File: src/rtl/route_arb_pkg.sv
// Shared encodings for the router output-stage arbiter.
package route_arb_pkg;

  localparam int unsigned DATA_W = 8;
  localparam int unsigned CNT_W  = 3;

  // Arbiter FSM states.
  typedef enum logic [1:0] {
    IDLE   = 2'd0,
    SERVE0 = 2'd1,
    SERVE1 = 2'd2
  } arb_state_e;

  // Virtual-channel indices.
  localparam logic VC0 = 1'b0;
  localparam logic VC1 = 1'b1;

  // SERVE state that corresponds to a granted VC.
  function automatic arb_state_e serve_state(input logic vc);
    return vc ? SERVE1 : SERVE0;
  endfunction

endpackage

File: src/rtl/route_out_arbiter.sv
// Weighted round-robin arbiter draining two VC FIFOs onto one 8-bit link,
// with almost-full urgency preemption and downstream pause.
module route_out_arbiter
  import route_arb_pkg::*;
#(
  parameter int unsigned WEIGHT0 = 4,
  parameter int unsigned WEIGHT1 = 4
) (
  input  logic              clk,
  input  logic              reset,
  input  logic              fifo0_empty,
  input  logic              fifo1_empty,
  input  logic              almost_full0,
  input  logic              almost_full1,
  input  logic [DATA_W-1:0] out0,
  input  logic [DATA_W-1:0] out1,
  input  logic              pause_in,
  output logic              read0,
  output logic              read1,
  output logic [DATA_W-1:0] data_out,
  output logic              valid_out,
  output logic              vc_out
);

  localparam logic [CNT_W-1:0] W0      = CNT_W'(WEIGHT0);
  localparam logic [CNT_W-1:0] W1      = CNT_W'(WEIGHT1);
  localparam logic [CNT_W-1:0] CNT_ONE = CNT_W'(1);

  arb_state_e       state_q, state_d;
  logic [CNT_W-1:0] burst_cnt_q, burst_cnt_d;
  logic             last_vc_q, last_vc_d;
  logic             valid_out_q, valid_out_d;
  logic             vc_out_q, vc_out_d;

  logic             grant;
  logic             grant_vc;
  logic             own_vc, oth_vc;
  logic             own_ne, oth_ne;
  logic             own_af, oth_af;
  logic [CNT_W-1:0] own_weight;

  // Grant selection and next-state computation.
  always_comb begin
    state_d     = state_q;
    burst_cnt_d = burst_cnt_q;
    last_vc_d   = last_vc_q;
    grant       = 1'b0;
    grant_vc    = last_vc_q;

    own_vc     = (state_q == SERVE1) ? VC1 : VC0;
    oth_vc     = ~own_vc;
    own_ne     = own_vc ? ~fifo1_empty : ~fifo0_empty;
    oth_ne     = own_vc ? ~fifo0_empty : ~fifo1_empty;
    own_af     = own_vc ? almost_full1 : almost_full0;
    oth_af     = own_vc ? almost_full0 : almost_full1;
    own_weight = own_vc ? W1 : W0;

    if (!pause_in) begin
      case (state_q)
        SERVE0, SERVE1: begin
          if (oth_ne && oth_af && !own_af) begin
            grant       = 1'b1;
            grant_vc    = oth_vc;
            burst_cnt_d = CNT_ONE;
          end else if (own_ne && (burst_cnt_q < own_weight)) begin
            grant       = 1'b1;
            grant_vc    = own_vc;
            burst_cnt_d = burst_cnt_q + CNT_ONE;
          end else if (oth_ne) begin
            grant       = 1'b1;
            grant_vc    = oth_vc;
            burst_cnt_d = CNT_ONE;
          end else if (own_ne) begin
            grant       = 1'b1;
            grant_vc    = own_vc;
            burst_cnt_d = CNT_ONE;
          end else begin
            state_d = IDLE;
          end
        end
        default: begin
          // Idle: tie goes to the VC not served last.
          if (!fifo0_empty && !fifo1_empty) begin
            grant    = 1'b1;
            grant_vc = ~last_vc_q;
          end else if (!fifo0_empty) begin
            grant    = 1'b1;
            grant_vc = VC0;
          end else if (!fifo1_empty) begin
            grant    = 1'b1;
            grant_vc = VC1;
          end
          if (grant) begin
            burst_cnt_d = CNT_ONE;
          end
        end
      endcase

      if (grant) begin
        state_d   = serve_state(grant_vc);
        last_vc_d = grant_vc;
      end
    end

    valid_out_d = grant;
    vc_out_d    = grant ? grant_vc : vc_out_q;
  end

  // State and output registers.
  always_ff @(posedge clk or negedge reset) begin
    if (!reset) begin
      state_q     <= IDLE;
      burst_cnt_q <= '0;
      last_vc_q   <= VC1;
      valid_out_q <= 1'b0;
      vc_out_q    <= VC0;
    end else begin
      state_q     <= state_d;
      burst_cnt_q <= burst_cnt_d;
      last_vc_q   <= last_vc_d;
      valid_out_q <= valid_out_d;
      vc_out_q    <= vc_out_d;
    end
  end

  // Pop strobes are held low while reset is asserted.
  assign read0 = grant & (grant_vc == VC0) & reset;
  assign read1 = grant & (grant_vc == VC1) & reset;

  // Popped word arrives the cycle after the read; steer it by the registered tag.
  assign valid_out = valid_out_q;
  assign vc_out    = vc_out_q;
  assign data_out  = valid_out_q ? (vc_out_q ? out1 : out0) : '0;

endmodule

File: config.mk
export PLATFORM = sky130hd
export DESIGN_NAME = route_out_arbiter
export DESIGN_NICKNAME = d
export VERILOG_FILES = /design/src/rtl/route_arb_pkg.sv /design/src/rtl/route_out_arbiter.sv
export SDC_FILE = /design/constraint.sdc
export NUM_CORES = 1
export LEC_CHECK = 0
export CAP_MARGIN = 20
export CORE_MARGIN = 2
export CORE_UTILIZATION = 40
export DETAILED_ROUTE_END_ITERATION = 10
export MAX_ROUTING_LAYER = met4
export PLACE_DENSITY = 0.92
export SETUP_SLACK_MARGIN = 0.5
export SKIP_LAST_GASP = 1
export SLEW_MARGIN = 10
export SYNTH_ARGS = -nofsm -noshare
export SYNTH_HDL_FRONTEND = slang
export SYNTH_SLANG_ARGS = --single-unit
File: constraint.sdc
create_clock -name clk -period 3.4 [get_ports clk]
set_clock_uncertainty 0.1 [all_clocks]
set_input_delay 0.68 -clock clk [delete_from_list [all_inputs] [get_ports clk]]
set_output_delay 0.68 -clock clk [all_outputs]
set_load 0.05 [all_outputs]
==> results.yml, run 1 <==
synth:
  ys_seq_elements: 8
  ys_warn_count: 0
  synthesis.nets: 94
  synthFlopType: "dfrtp_1"
  netlist_instances: 68
  syn_area_per_cell_sq_um: 9.26
  synth_cell_type_count: 27
  synth_area_sq_um: 629
  yosysSeqAreaShare_pct: 32.0
  async_flop_share_pct: 100
  synth_enable_flop_cells: 0
clocking:
  clk_latency_ns: 0.27
  clock-sinks: 8
  cts_root_buf: "clkbuf_4"
  htree_levels: 1
  cts_buffer_depth: 2
  cts_tree: "built"
  cts_buffers: 3
  cts.clk_slew.worst_paths_ns: 0.06
layout:
  final-seq-area_sq_um: 201
  final_common_cell: "clkdlybuf4s50_1"
  final_nets: 138
  n_fill_cell: 109
  drive_gt1_share_pct: 21.6
  layout_common_cells: "20 x clkdlybuf4s50_1, 10 x nor2b_1, 10 x dlygate4sd2_1, 8 x mux2i_1, 7 x dfrtp_1"
  area_growth_pct: 77.3
  multi_input_area_sq_um: 464
  antenna_cells: 0
min_path:
  min_path_cells: 1
  hp-class: "flop to flop"
  min_from: "burst_cnt_q[0]$_DFFE_PN0P_"
  hold_end: "burst_cnt_q[0]$_DFFE_PN0P_"
setup_path:
  cp.buffers_inverters: 2
  ff2ff_setup_slack_ns: 1.22
  critPathLaunchType: "input pin"
  crit_fanout: 9
  worstReg2RegStart: "state_q[0]$_DFFE_PN0P_"
  slowest_delay_ns: 0.57
  worst_ep_required_time_ns: 2.62
  end_kind: "primary output"
  cp_num_cells: 6
  crit_family: "simple AND/OR/NAND/NOR gates"
  critPathSlowestCell: "or4b_4"
  cp_cell_sequence: "clkdlybuf4s15_2, or4b_4, o21a_1, o31ai_4, nor2b_4, buf_12"
  rr_worst_depth: 9
  path_class: "input pin to primary output"
  rr_endpoint: "state_q[0]$_DFFE_PN0P_"
  cp.arrival_ns: 2.18
sta:
  drv_slew: 0
  hold_violations: 0
  tightest_slew_ns: 0.515
  setup_tns_ns: 0
  relSlewSlack_pct: 65.8
  setup_violations: 0
  max_freq_mhz: 338
  rsz0062_at_grt: "yes"
  fin_crit_sh_pct: 87.1
  layout_min_cycle_time_ns: 2.96
drt:
  postRouteAntennaNets: 0
  drc: 0
  drt_wl_total_um: 1970
  vias: 683
  firstDrtPassIters: 4
  first_iter_violations: 9
  wl_per_cell_um: 15.5
  viasPerCell: 5.38
pwr:
  fin_total_pwr_uw: 785
  power_density_mw_per_mm2: 703
  power_leakage_uw: 0.000501
  irDropWorstVdd_mv: 0.413
global_routing:
  antenna_found_initial: 0
  grt_overflow_total: 0
  grt_use_total_pct: 22.7
  grt_max_degree: 11
  grt_pass1_vias: 667
  grt_pass1_wl_um: 2960
placement:
  dp_hpwl_um: 1420
  place.gp.congestion: 0.964
  portBuffers: 34
die:
  initial_utilization_pct: 42.3
  core_area_sq_mm: 0.00149
  rows: 14
  die_h_um: 43.7
  die_area_sq_mm: 0.00191
  ios: 35
  die_w_um: 43.7
status:
  outcome: "complete, no violations"
job:
  max_cap_viol_count: 0
## metrics by stage
step | utilization (%) | setup WS (ns) | std cells | cell area, sq um | hold WS (ns)
after floorplan | - | 0.557 | 68 | 634 | 0.284
after global placement | 69.4 | 0.154 | 120 | 1030 | 0.361
after detailed placement | 69.4 | 0.0892 | 120 | 1030 | 0.377
after CTS | 74.5 | 0.453 | 127 | 1110 | 0.385
after global routing | 75.0 | 0.398 | 127 | 1120 | 0.409
final | 75.0 | 0.438 | 127 | 1120 | 0.382
## kinds of logic after synthesis
family          Yosys count  synth area share, %
mux                       8                 12.7
compound gates           18                 21.9
simple gates             28                 25.6
flops                     8                 32.0
buf+inv                   3                 1.79
fa+ha+maj                 3                 5.96
## synth_stat cells (2+ instances only)
cell type | number | share of area, %
inv_1 | 2 | 1.2
a22o_1 | 3 | 4.2
mux2i_1 | 8 | 13
nor2b_1 | 11 | 11
nand2_1 | 5 | 3.0
dfrtp_1 | 7 | 28
a21oi_1 | 2 | 1.6
ha_1 | 3 | 6.0
nand3b_1 | 2 | 2.4
o21ai_0 | 4 | 3.2
nor2_1 | 5 | 3.0
## repair_timing
action	CTS	global route
setup buffers	3	0
pin swaps	2	3
gates resized for setup	21	2
hold buffers	0	0
endpoints found under the setup margin	9	3
## metal layers
layer	up-vias	share of wire [%]	global-route usage (%)
met4	0	2.4	9.09
met3	6	5.3	7.50
met5	-	0	-
met2	25	53	37.6
met1	318	39	24.9
li1	334	-	-
## worst register-to-register path, stage by stage, from the launching register on
cell     delay [ns]
dfrtp_1        0.39
inv_2          0.11
ha_4           0.16
nand2_2        0.06
or4b_4         0.49
o21ai_2        0.13
o31ai_4        0.13
buf_4          0.15
buf_4          0.13
a22o_1         0.22
## state kept, by name, summed over array words and instances, names as in the netlist
| signal | cells |
|---|---|
| burst_cnt_q | 3 |
| vc_out | 1 |
| last_vc_q | 1 |
| valid_out | 1 |
| state_q | 2 |
## power by group
group	total (uW)	internal, uW	switching (uW)
combinational	514	254	260
sequential	184	134	50.2
clock	86.0	45.4	40.5
total	785	434	351
## how the worst max path moves through the flow
stage | from | to | slack (ns)
final | fifo0_empty | read0 | 0.44
after global routing | state_q[0]$_DFFE_PN0P_ | read0 | 0.40
after CTS | state_q[0]$_DFFE_PN0P_ | read0 | 0.45
after detailed placement | fifo0_empty | read0 | 0.09
after global placement | fifo0_empty | read0 | 0.15
after floorplan | state_q[0]$_DFFE_PN0P_ | read0 | 0.56
## area by class of cell
cell class	instances	share of cell area, %
flip-flops and latches	8	18.0
repair buffers	40	35.5
well taps	16	1.79
clock buffers	4	2.35
multi-input cells	57	41.6
inverters	2	0.673
No activity file was read; power rests on OpenSTA's default activity.
==> run 2, diff against run 1 <==
--- a/config.mk
+++ b/config.mk
@@ -8,6 +8,7 @@
 export CAP_MARGIN = 20
 export CORE_MARGIN = 2
 export CORE_UTILIZATION = 40
+export CTS_BUF_LIST = sky130_fd_sc_hd__clkbuf_16
 export DETAILED_ROUTE_END_ITERATION = 10
 export MAX_ROUTING_LAYER = met4
 export PLACE_DENSITY = 0.92
==> results.yml, run 2 (same netlist as run 1, synthesis figures left out) <==
setup_path:
  cp.arrival_ns: 2.18
  critPathLaunchType: "flop"
  worst_ep_required_time_ns: 2.62
  crit_fanout: 3
  path_class: "flop to primary output"
  end_kind: "primary output"
global_routing:
  grt_max_degree: 11
  antenna_found_initial: 0
  grt_overflow_total: 0
  grt_pass1_wl_um: 3440
  grt_use_total_pct: 25.9
  grt_pass1_vias: 712
clocking:
  cts.clk_slew.worst_paths_ns: 0.04
  clk_latency_ns: 0.24
  cts_root_buf: "clkbuf_16"
  cts_tree: "built"
  htree_levels: 1
  cts_buffer_depth: 2
  clock-sinks: 8
  cts_buffers: 3
drt:
  first_iter_violations: 23
  postRouteAntennaNets: 0
  drt_wl_total_um: 2170
  vias: 705
  wl_per_cell_um: 16.8
  drc: 0
  firstDrtPassIters: 4
  viasPerCell: 5.47
status:
  outcome: "complete, no violations"
sta:
  layout_min_cycle_time_ns: 2.96
  fin_crit_sh_pct: 87.1
  hold_violations: 0
  max_freq_mhz: 338
  drv_slew: 0
  setup_violations: 0
  relSlewSlack_pct: 65.3
  tightest_slew_ns: 0.523
  setup_tns_ns: 0
  rsz0062_at_grt: "yes"
pwr:
  p_sw_uw: 402
  power_leakage_uw: 0.000555
  internal_power_uw: 581
  p_sw_share_pct: 40.9
  sequentialPowerShare_pct: 18.9
  power.share.combinational_pct: 60.1
  irDropWorstVdd_mv: 0.545
  power_density_mw_per_mm2: 807
  clkPwrFrac_pct: 21.0
die:
  core_area_sq_mm: 0.00149
  die_h_um: 43.7
  die_w_um: 43.7
  ios: 35
  initial_utilization_pct: 42.3
  rows: 14
  die_area_sq_mm: 0.00191
layout:
  n_fill_cell: 89
  largest_reg_flops: 3
  layout_common_cells: "20 x clkdlybuf4s50_1, 10 x nor2b_1, 10 x dlygate4sd2_1, 8 x mux2i_1"
  finalNonFillerCells: 129
  drive_gt1_share_pct: 24.8
  area_growth_pct: 93.4
  final_common_cell: "clkdlybuf4s50_1"
  final_nets: 140
  top_regs: "burst_cnt_q x3, state_q x2"
  largest-register: "burst_cnt_q"
  antenna_cells: 0
placement:
  place.gp.congestion: 0.964
  dp_hpwl_um: 1420
  dp.cells: 120
  portBuffers: 34
min_path:
  hp-class: "flop to flop"
job:
  max_cap_viol_count: 0
run 2: changes by cell type in the layout (fill, tap and decap cells not counted), sizes merged:
| cell | change |
|---|---|
| inv | +1 |
| clkdlybuf4s15 | -1 |
| buf | +3 |
| clkbuf | -1 |
run 2: path summary, 6_finish.rpt:
check | start | endpoint | slack, ns | depth (start not counted)
worst max-delay path | state_q[0]$_DFFE_PN0P_ | read0 | 0.44 | 8
worst min-delay path | burst_cnt_q[0]$_DFFE_PN0P_ | burst_cnt_q[0]$_DFFE_PN0P_ | 0.39 | 1
worst max register to register | state_q[0]$_DFFE_PN0P_ | state_q[0]$_DFFE_PN0P_ | 1.21 | 9
worst min register to register | burst_cnt_q[0]$_DFFE_PN0P_ | burst_cnt_q[0]$_DFFE_PN0P_ | 0.39 | 1
max in group asynchronous | reset | last_vc_q$_DFFE_PN1P_ | 2.36 | 2
min in group asynchronous | reset | burst_cnt_q[2]$_DFFE_PN0P_ | 0.62 | 2
run 2: critical path, stage by stage (launching register included):
cell and delay (ns):
dfrtp_1 0.39, inv_2 0.12, ha_4 0.18, nand2_4 0.06, or4b_4 0.51, o21a_1 0.24, o31ai_4 0.08, nor2b_4 0.22
buf_12 0.14
run 2: cell type report:
type / count / area, sq um / share of cell area [%]
clock buffers: 3 / 75.1 / 6.17
clock inverters: 1 / 3.75 / 0.308
repair buffers: 42 / 409 / 33.6
well taps: 16 / 20.0 / 1.64
multi-input cells: 57 / 500 / 41.1
inverters: 2 / 7.51 / 0.617
flip-flops and latches: 8 / 201 / 16.5
run 2: metal layers:
metal,track usage (%),part of all wire (%),vias up
met4,10.9,2.4,0
met1,31.0,42,334
met3,5.00,4.5,9
met5,-,0,-
li1,-,-,337
met2,42.4,51,25
run 2: metrics by stage:
step	setup WS, ns	total power, uW	utilization, %	hold WS [ns]	instance area, sq um
CTS	0.494	948	80.0	0.381	1190
floorplan	0.557	467	-	0.284	634
global placement	0.154	602	69.4	0.361	1030
finish	0.440	983	81.8	0.387	1220
global route	0.390	1030	81.8	0.403	1220
detailed placement	0.0892	620	69.4	0.377	1030
run 2: power by group through the flow:
stage | Clock [uW] | Sequential (uW) | Combinational (uW)
finish | 206 | 186 | 590
floorplan | 0 | 176 | 291
global route | 214 | 192 | 627
detailed placement | 0 | 179 | 441
CTS | 207 | 183 | 558
global placement | 0 | 178 | 424
run 2: what timing repair did:
item / CTS / global route
gates resized for setup: 26 / 4
hold buffers: 0 / 0
pin swaps: 4 / 3
buffers inserted: 4 / 1
endpoints found under the setup margin: 9 / 3
==> run 3, diff against run 2 <==
--- a/config.mk
+++ b/config.mk
@@ -7,11 +7,11 @@
 export LEC_CHECK = 0
 export CAP_MARGIN = 20
 export CORE_MARGIN = 2
-export CORE_UTILIZATION = 40
+export CORE_UTILIZATION = 37
 export CTS_BUF_LIST = sky130_fd_sc_hd__clkbuf_16
 export DETAILED_ROUTE_END_ITERATION = 10
 export MAX_ROUTING_LAYER = met4
-export PLACE_DENSITY = 0.92
+export PLACE_DENSITY = 0.87
 export SETUP_SLACK_MARGIN = 0.5
 export SKIP_LAST_GASP = 1
 export SLEW_MARGIN = 10
==> constraint.sdc (replaced) <==
create_clock -name clk -period 3 [get_ports clk]
set_clock_uncertainty 0.1 [all_clocks]
set_input_delay 0.6 -clock clk [delete_from_list [all_inputs] [get_ports clk]]
set_output_delay 0.6 -clock clk [all_outputs]
set_load 0.05 [all_outputs]
==> results.yml, run 3 (same netlist as run 1, synthesis figures left out) <==
status:
  outcome: "complete, no violations"
setup_path:
  cp.arrival_ns: 2.12
  path_class: "flop to primary output"
  slowest_delay_ns: 0.51
  ff2ff_setup_slack_ns: 0.80
  critPathLaunchType: "flop"
  cp_cell_sequence: "inv_2, ha_4, nand2_2, or4b_4, o21a_1, o31ai_4, nor2b_4, buf_12"
  rr_worst_depth: 9
  crit_family: "simple AND/OR/NAND/NOR gates"
  critPathSlowestCell: "or4b_4"
  cp.buffers_inverters: 2
  rr_endpoint: "last_vc_q$_DFFE_PN1P_"
  end_kind: "primary output"
  worst_ep_required_time_ns: 2.30
  crit_fanout: 3
  startpoint: "state_q[0]$_DFFE_PN0P_"
  worstReg2RegStart: "state_q[0]$_DFFE_PN0P_"
drt:
  firstDrtPassIters: 4
  postRouteAntennaNets: 0
  first_iter_violations: 21
  drt_wl_total_um: 2550
  drc: 0
  viasPerCell: 5.71
  vias: 760
  wl_per_cell_um: 19.2
clocking:
  clk_latency_ns: 0.24
  cts_tree: "built"
  htree_levels: 1
  cts_hold_buf: 0
  cts_buffer_depth: 2
  cts.clk_slew.worst_paths_ns: 0.04
  clock-sinks: 8
  cts_buffers: 3
  cts_root_buf: "clkbuf_16"
min_path:
  hp-class: "flop to flop"
  min_path_cells: 1
  min_from: "burst_cnt_q[0]$_DFFE_PN0P_"
  hold_end: "burst_cnt_q[0]$_DFFE_PN0P_"
die:
  die_h_um: 45.2
  ios: 35
  core_area_sq_mm: 0.00156
  initial_utilization_pct: 40.4
  rows: 14
  die_w_um: 45.2
  die_area_sq_mm: 0.00205
sta:
  max_freq_mhz: 354
  drv_slew: 0
  setup_violations: 0
  rsz0062_at_grt: "yes"
  layout_min_cycle_time_ns: 2.82
  hold_violations: 0
  relSlewSlack_pct: 63.4
  fin_crit_sh_pct: 94.0
  tightest_slew_ns: 0.548
global_routing:
  antenna_found_initial: 0
  grt_overflow_total: 0
  grt_max_degree: 10
  met3_usage_pct: 4.80
  grtUsageMet2_pct: 48.0
  grt_use_total_pct: 27.7
  grt.busiest_layer: "met2"
  grt_pass1_wl_um: 3740
  use_met1_pct: 29.5
  grt_pass1_vias: 786
layout:
  layout_common_cells: "20 x clkdlybuf4s50_1, 20 x buf_4, 8 x mux2i_1, 8 x nor2b_2, 7 x dfrtp_1"
  drive_gt1_share_pct: 41.9
  n_fill_cell: 88
  top_regs: "burst_cnt_q x3, state_q x2"
  largest_reg_flops: 3
  final_nets: 144
  final-seq-area_sq_um: 201
  final_util_pct: 80.2
  area_growth_pct: 98.6
  largest-register: "burst_cnt_q"
  multi_input_area_sq_um: 517
  antenna_cells: 0
job:
  max_cap_viol_count: 0
pwr:
  power_density_mw_per_mm2: 910
  irDropWorstVdd_mv: 0.607
  power_leakage_uw: 0.000541
  fin_total_pwr_uw: 1140
placement:
  dp_hpwl_um: 1490
  portBuffers: 34
  place.gp.congestion: 0.817
==> run 3: changes by cell type in the layout (fill, tap and decap cells not counted), sizes merged <==
cell,change
buf,+11
dlygate4sd2,-6
dlymetal6s2s,-1
==> run 3: worst register-to-register path: stages, from the launching register on <==
cell and delay, ns:
dfrtp_1 0.39, inv_2 0.11, ha_4 0.15, nand2_2 0.06
or4b_4 0.51, o21ai_4 0.11, o31ai_4 0.11, buf_4 0.15
buf_4 0.14, o21ai_0 0.25
==> run 3: per-layer routing <==
metal,part of all wire (%),vias up
met4,3.2,0
met2,53,40
met1,37,367
met3,6.1,8
met5,0,-
li1,-,345
==> run 3: metrics by stage <==
stage	instances	cell area [sq um]	TNS (ns)	hold WS, ns	setup slack, ns
6_report	133	1250	0	0.379	0.179
5_1_grt	133	1250	0	0.407	0.119
4_1_cts	131	1220	0	0.381	0.215
3_5_place_dp	122	1090	-0.0276	0.376	-0.0276
3_3_place_gp	122	1090	0	0.358	0.0159
2_1_floorplan	68	698	0	0.204	0.438
==> run 3: layout make-up <==
type / instances / area share [%]
tap: 16 / 1.60
multi-input combinational: 57 / 41.3
clock inverter: 1 / 0.300
timing repair buffer: 46 / 34.0
sequential: 8 / 16.1
clock buffer: 3 / 6.01
inverter: 2 / 0.601
==> run 3: worst max path at each step <==
stage                        to  slack [ns]  depth (start not counted)
final                     read0        0.18                          8
after global routing      read1        0.12                          9
after CTS                 read0        0.22                          8
after detailed placement  read0       -0.03                          7
after global placement    read0        0.02                          7
after floorplan           read0        0.44                          7
==> run 3: repair_timing <==
action	CTS	global route
endpoints found under the setup margin	2	2
buffers inserted	5	2
gates resized for setup	8	3
pin swaps	5	1
==> run 3: power by group <==
| group | leakage, uW | internal, uW | switching (uW) |
|---|---|---|---|
| combinational | 0.000401 | 340 | 374 |
| clock | 0.0000423 | 174 | 57.5 |
| sequential | 0.0000973 | 153 | 39.6 |
